### config.mk
export PLATFORM = sky130hd
export DESIGN_NAME = mem_port_arbiter
export DESIGN_NICKNAME = d
export VERILOG_FILES = /design/src/rtl/mem_port_arbiter.sv
export SDC_FILE = /design/constraint.sdc
export NUM_CORES = 1
export LEC_CHECK = 0
export BUFFER_PORTS_ARGS = -buffer_cell sky130_fd_sc_hd__buf_2
export CAP_MARGIN = 0
export CORE_AREA = 2 2 148 150
export CTS_CLUSTER_SIZE = 24
export DETAILED_ROUTE_END_ITERATION = 10
export DIE_AREA = 0 0 150 152
export PLACE_DENSITY = 0.64
export SLEW_MARGIN = 20
export SYNTH_ARGS = -nofsm -noshare
export SYNTH_HDL_FRONTEND = slang
export SYNTH_SLANG_ARGS = --single-unit
### constraint.sdc
create_clock -name clk -period 4.3 [get_ports clk]
set_input_delay 1.29 -clock clk [delete_from_list [all_inputs] [get_ports clk]]
set_output_delay 1.29 -clock clk [all_outputs]
set_load 0.02 [all_outputs]
### src/rtl/mem_port_arbiter.sv
// mem_port_arbiter: shares one memory port between instruction fetch and the
// load/store path. Round-robin on conflict, one transaction at a time, with
// an optional ready timeout and a misaligned-data-access fast error path.
module mem_port_arbiter #(
  parameter int ADDR_W  = 32,
  parameter int DATA_W  = 32,
  parameter int TIMEOUT = 16,
  parameter int CNT_W   = 5
) (
  input  logic              clk,
  input  logic              rst_n,
  input  logic              if_req_i,
  input  logic [ADDR_W-1:0] if_addr_i,
  output logic [DATA_W-1:0] if_rdata_o,
  output logic              if_valid_o,
  input  logic              d_read_i,
  input  logic              d_write_i,
  input  logic [ADDR_W-1:0] d_addr_i,
  input  logic [DATA_W-1:0] d_wdata_i,
  output logic [DATA_W-1:0] d_rdata_o,
  output logic              d_valid_o,
  output logic              err_o,
  output logic              stall_o,
  output logic              mem_req_o,
  output logic              mem_we_o,
  output logic [ADDR_W-1:0] mem_addr_o,
  output logic [DATA_W-1:0] mem_wdata_o,
  input  logic [DATA_W-1:0] mem_rdata_i,
  input  logic              mem_ready_i
);

  typedef enum logic [1:0] {
    ST_IDLE = 2'd0,
    ST_XFER = 2'd1,
    ST_RESP = 2'd2
  } state_e;

  localparam logic OWN_FETCH = 1'b0;
  localparam logic OWN_DATA  = 1'b1;
  localparam logic [CNT_W-1:0] TIMEOUT_C = CNT_W'(TIMEOUT);

  state_e            state_q, state_d;
  logic              owner_q, owner_d;       // current / most recent owner
  logic [CNT_W-1:0]  cnt_q, cnt_d;
  logic              mem_req_q, mem_req_d;
  logic              mem_we_q, mem_we_d;
  logic [ADDR_W-1:0] mem_addr_q, mem_addr_d;
  logic [DATA_W-1:0] mem_wdata_q, mem_wdata_d;
  logic [DATA_W-1:0] if_rdata_q, if_rdata_d;
  logic [DATA_W-1:0] d_rdata_q, d_rdata_d;
  logic              if_valid_q, if_valid_d;
  logic              d_valid_q, d_valid_d;
  logic              err_q, err_d;

  logic              d_req_s;
  logic              grant_data_s;
  logic [CNT_W-1:0]  cnt_inc_s;
  logic              timeout_hit_s;

  assign d_req_s       = d_read_i | d_write_i;
  assign cnt_inc_s     = cnt_q + {{(CNT_W-1){1'b0}}, 1'b1};
  assign timeout_hit_s = (TIMEOUT != 0) && (cnt_inc_s == TIMEOUT_C);

  // Arbitration: a lone requester wins; on conflict the one that was not last owner wins.
  always_comb begin
    grant_data_s = 1'b0;
    if (d_req_s && if_req_i) begin
      grant_data_s = (owner_q == OWN_FETCH);
    end else begin
      grant_data_s = d_req_s;
    end
  end

  // Next-state and next-register logic of the transaction sequencer.
  always_comb begin
    state_d     = state_q;
    owner_d     = owner_q;
    cnt_d       = cnt_q;
    mem_req_d   = mem_req_q;
    mem_we_d    = mem_we_q;
    mem_addr_d  = mem_addr_q;
    mem_wdata_d = mem_wdata_q;
    if_rdata_d  = if_rdata_q;
    d_rdata_d   = d_rdata_q;
    if_valid_d  = 1'b0;
    d_valid_d   = 1'b0;
    err_d       = 1'b0;
    case (state_q)
      ST_IDLE: begin
        cnt_d = {CNT_W{1'b0}};
        if (if_req_i || d_req_s) begin
          if (grant_data_s) begin
            owner_d = OWN_DATA;
            if (d_addr_i[1:0] != 2'b00) begin
              // Misaligned data access: answer with an error, never touch memory.
              state_d   = ST_RESP;
              err_d     = 1'b1;
              d_valid_d = 1'b1;
              d_rdata_d = {DATA_W{1'b0}};
            end else begin
              state_d     = ST_XFER;
              mem_req_d   = 1'b1;
              mem_we_d    = d_write_i;
              mem_addr_d  = d_addr_i;
              mem_wdata_d = d_wdata_i;
            end
          end else begin
            owner_d    = OWN_FETCH;
            state_d    = ST_XFER;
            mem_req_d  = 1'b1;
            mem_we_d   = 1'b0;
            mem_addr_d = if_addr_i;
          end
        end else begin
          state_d = ST_IDLE;
        end
      end
      ST_XFER: begin
        if (mem_ready_i) begin
          state_d   = ST_RESP;
          mem_req_d = 1'b0;
          if (owner_q == OWN_DATA) begin
            d_valid_d = 1'b1;
            if (!mem_we_q) begin
              d_rdata_d = mem_rdata_i;
            end else begin
              d_rdata_d = d_rdata_q;
            end
          end else begin
            if_valid_d = 1'b1;
            if_rdata_d = mem_rdata_i;
          end
        end else if (timeout_hit_s) begin
          state_d   = ST_RESP;
          mem_req_d = 1'b0;
          err_d     = 1'b1;
          cnt_d     = cnt_inc_s;
          if (owner_q == OWN_DATA) begin
            d_valid_d = 1'b1;
            d_rdata_d = {DATA_W{1'b0}};
          end else begin
            if_valid_d = 1'b1;
            if_rdata_d = {DATA_W{1'b0}};
          end
        end else begin
          cnt_d = cnt_inc_s;
        end
      end
      ST_RESP: begin
        cnt_d   = {CNT_W{1'b0}};
        state_d = ST_IDLE;
      end
      default: begin
        state_d   = ST_IDLE;
        mem_req_d = 1'b0;
        cnt_d     = {CNT_W{1'b0}};
      end
    endcase
  end

  // State and datapath registers; async reset abandons any transaction in flight.
  always_ff @(posedge clk or negedge rst_n) begin
    if (!rst_n) begin
      state_q     <= ST_IDLE;
      owner_q     <= OWN_FETCH;
      cnt_q       <= {CNT_W{1'b0}};
      mem_req_q   <= 1'b0;
      mem_we_q    <= 1'b0;
      mem_addr_q  <= {ADDR_W{1'b0}};
      mem_wdata_q <= {DATA_W{1'b0}};
      if_rdata_q  <= {DATA_W{1'b0}};
      d_rdata_q   <= {DATA_W{1'b0}};
      if_valid_q  <= 1'b0;
      d_valid_q   <= 1'b0;
      err_q       <= 1'b0;
    end else begin
      state_q     <= state_d;
      owner_q     <= owner_d;
      cnt_q       <= cnt_d;
      mem_req_q   <= mem_req_d;
      mem_we_q    <= mem_we_d;
      mem_addr_q  <= mem_addr_d;
      mem_wdata_q <= mem_wdata_d;
      if_rdata_q  <= if_rdata_d;
      d_rdata_q   <= d_rdata_d;
      if_valid_q  <= if_valid_d;
      d_valid_q   <= d_valid_d;
      err_q       <= err_d;
    end
  end

  assign if_rdata_o  = if_rdata_q;
  assign if_valid_o  = if_valid_q;
  assign d_rdata_o   = d_rdata_q;
  assign d_valid_o   = d_valid_q;
  assign err_o       = err_q;
  assign mem_req_o   = mem_req_q;
  assign mem_we_o    = mem_we_q;
  assign mem_addr_o  = mem_addr_q;
  assign mem_wdata_o = mem_wdata_q;
  assign stall_o     = (if_req_i & ~if_valid_q) | (d_req_s & ~d_valid_q);

endmodule
==> impl_metrics.tcl <==
set metrics [dict create \
    status "finished clean" \
    drt_wl_total_um 16700 \
    postLayoutCellArea_mm2 0.00843 \
    clockBufferDepth 2 \
    tns_ns 0 \
    htreeDepth 4 \
    overflow 0 \
    hold_path.class "flip-flop to flip-flop" \
    path_clk_slew_ns 0.06 \
    dp_hpwl_um 11800 \
    initial_core_util_pct 29.3 \
    slew_viol_final 0 \
    synth_cells 529 \
    drt_iter0_drc 198 \
    worstMarginPinSlew_ns 0.971 \
    p_per_area_mw_per_mm2 738 \
    async_reset_ff_share_pct 100 \
    r2r-start "cnt_q[0]" \
    min-delay-start "mem_addr_o[27]" \
    min_delay_worst_endpoint "mem_addr_o[27]" \
    drc 0 \
    drive_gt1_share_pct 45.1 \
    ir_drop_mv 0.280 \
    required_ns 3.01 \
    synth_fp_nets 665 \
    ys_seq_area_share_pct 56.4 \
    synth-edff-count 0 \
    r2r_cells 5 \
    slew_headroom_pct 35.3 \
    synth_area_mm2 0.00625 \
    antennaDiodeCount 0 \
    power_leakage_uw 0.00426 \
    io_pins 268 \
    multi_input_area_mm2 0.00238 \
    grt_first_pass_wirelength_um 26400 \
    clk_latency_ns 0.42 \
    crit_chain "buf_2, nor2_1, o22ai_1, buf_2" \
    max_freq_mhz 315 \
    seqCellArea_mm2 0.00353 \
    grt_antenna_before_repair 0 \
    finish.utilization_pct 39.5 \
    viasPerCell 4.63 \
    grt_max_degree 84 \
    cp_slowest_cell "nor2_1" \
    nFillCells 2118 \
    critPathMaxStageDelay_ns 0.19 \
    postSynthAreaPerCell_um2 11.8 \
    crit_fanout 5 \
    io_buffers 267 \
    core_mm2 0.0214 \
    post-route-period-util_pct 73.9 \
    critical_path_class "input port to output port" \
    clock_sink_count 141 \
    root_buffer "clkbuf_16" \
    first_global_vias 5017 \
    holdPathStages 2 \
    track_usage_pct 14.8 \
    die_h_um 152 \
    ant_nets 0 \
    cts_buffers 17 \
    r2r_setup_slack_ns 1.91 \
    critPathArrivalTime_ns 1.89 \
    hold_viol 0 \
    cts_tree "yes" \
    dieArea_mm2 0.0228 \
    postCtsSetupBuffers 0 \
    yosysTopAreaCell "dfrtp_1" \
    synth_cell_types 45 \
    area.growth.synth_to_final_pct 34.9 \
    cpMostUsedCell "buf_2" \
    vias 5006 \
    setup_viol 0 \
    std_cell_rows 54 \
    die_w_um 150 \
    wl_per_cell_um 15.4 \
    endpoint_kind "output port" \
    yosysWarnings 0 \
    placedInstanceArea_mm2 0.00781 \
    yosys-top-cells-area "dfrtp_1, o211ai_2, o21ai_0, mux2i_1, a22o_1" \
    synth_ff_type "dfrtp_1" \
    fin_crit_ns 3.18 \
    regToRegEndpoint "d_rdata_o[0]" \
    maxCapViolCount 0 \
    cts-resized-gates 0 \
    skew_ns 0.0212 \
    startpoint_type "input port" \
    rsz0062_at_grt "false" \
    place.gp.congestion 0.726 \
    dr.pass1.iters 4 \
    netlist.area_leader.share_pct 56.4 \
    final_nets 924 \
    synth-seq-cells 141 \
    hold_buffers 0 \
]
-- power breakdown --
group,internal (uW),leakage [uW],total [uW],switching (uW)
Sequential,1870,0.00178,2170,304
Combinational,908,0.00218,2500,1600
Clock,944,0.000294,1550,602
Total,3720,0.00426,6220,2500
-- cell type report --
type | count | area share [%]
sequential | 141 | 41.9
multi-input combinational | 317 | 28.3
timing repair buffer | 275 | 16.8
clock buffer | 19 | 5.25
tap | 280 | 4.16
clock inverter | 13 | 2.09
inverter | 36 | 1.60
-- Yosys cell counts (2+ instances only) --
master / count
a21oi_1: 3
a22o_1: 32
a32o_1: 2
buf_12: 3
buf_2: 19
buf_6: 4
clkbuf_1: 8
dfrtp_1: 141
ha_1: 2
inv_1: 36
mux2_1: 18
mux2_2: 15
mux2i_1: 31
nand2_1: 69
nand2b_1: 3
nand3_1: 4
nor2_1: 9
nor2b_1: 3
o211ai_1: 5
o211ai_2: 28
o21ai_0: 65
o22ai_1: 2
or3_1: 3
xor2_1: 3
-- registers in the layout, indices dropped and copies added (netlist names) --
name and cells:
cnt_q 5, d_rdata_o 32, d_valid_o 1, err_o 1
if_rdata_o 32, if_valid_o 1, mem_addr_o 32, mem_req_o 1
mem_wdata_o 32, mem_we_o 1, owner_q 1, state_q 2
-- per-layer routing --
metal / GRT usage (%) / share of wire (%) / wire length [um]
met2: 24.3 / 46 / 7700
met5: 0 / 0 / 0
met3: 5.11 / 9.5 / 1580
met1: 18.3 / 43 / 7240
met4: 4.31 / 0.82 / 136
-- logic make-up (layout without fill, tap and decap cells) --
kind of cell	Yosys count	in the layout	share of synthesized area, %
adders and majority gates	2	2	0.400
and+or+nand+nor	98	98	6.91
buffers and inverters	71	343	5.92
xor gates and xnor gates	4	4	0.561
DFF	141	141	56.4
AOI/OAI and AO/OA	148	148	18.6
muxes	65	65	11.1
-- critical path, delay by kind of cell --
kind / cells / cell delay [ns]
AND/OR/NAND/NOR: 1 / 0.19
AO/OA/AOI/OAI: 1 / 0.09
buffers and inverters: 2 / 0.31
-- stage by stage --
| stage | instances | power (uW) | setup WS (ns) | hold slack (ns) |
|---|---|---|---|---|
| floorplan | 529 | 3850 | 1.32 | 0.488 |
| global placement | 1049 | 4700 | 1.15 | 0.459 |
| detailed placement | 1049 | 4760 | 1.13 | 0.465 |
| CTS | 1081 | 6340 | 1.13 | 0.480 |
| global route | 1081 | 6660 | 1.10 | 0.500 |
| finish | 1081 | 6220 | 1.12 | 0.476 |
-- layout by cell type (no fill, tap or decap), types with 2 or more instances in the layout --
cell type   count
buf_4           7
mux2i_1        31
o22ai_1         2
o211ai_1        5
or3_1           3
ha_1            2
nand2b_1        3
inv_6           6
clkinvlp_4      3
clkbuf_16      17
nand3_1         3
dfrtp_1       141
bufinv_16       3
nor2_1          9
o21ai_0        65
nand2_1        69
o211ai_2       28
a21oi_1         3
a32o_1          2
mux2_1         18
buf_2         266
xor2_1          3
a22o_1         32
nor2b_1         3
mux2_2         15
inv_1          36
-- how the worst max path moves through the flow --
| stage | from | end | slack [ns] | cells past startpoint |
|---|---|---|---|---|
| 2_1_floorplan | if_req_i | stall_o | 1.32 | 2 |
| 3_3_place_gp | d_write_i | stall_o | 1.15 | 4 |
| 3_5_place_dp | d_write_i | stall_o | 1.13 | 4 |
| 4_1_cts | d_write_i | stall_o | 1.13 | 4 |
| 5_1_grt | d_write_i | stall_o | 1.10 | 4 |
| 6_report | d_write_i | stall_o | 1.12 | 4 |
(Power assumes the default switching activity.)
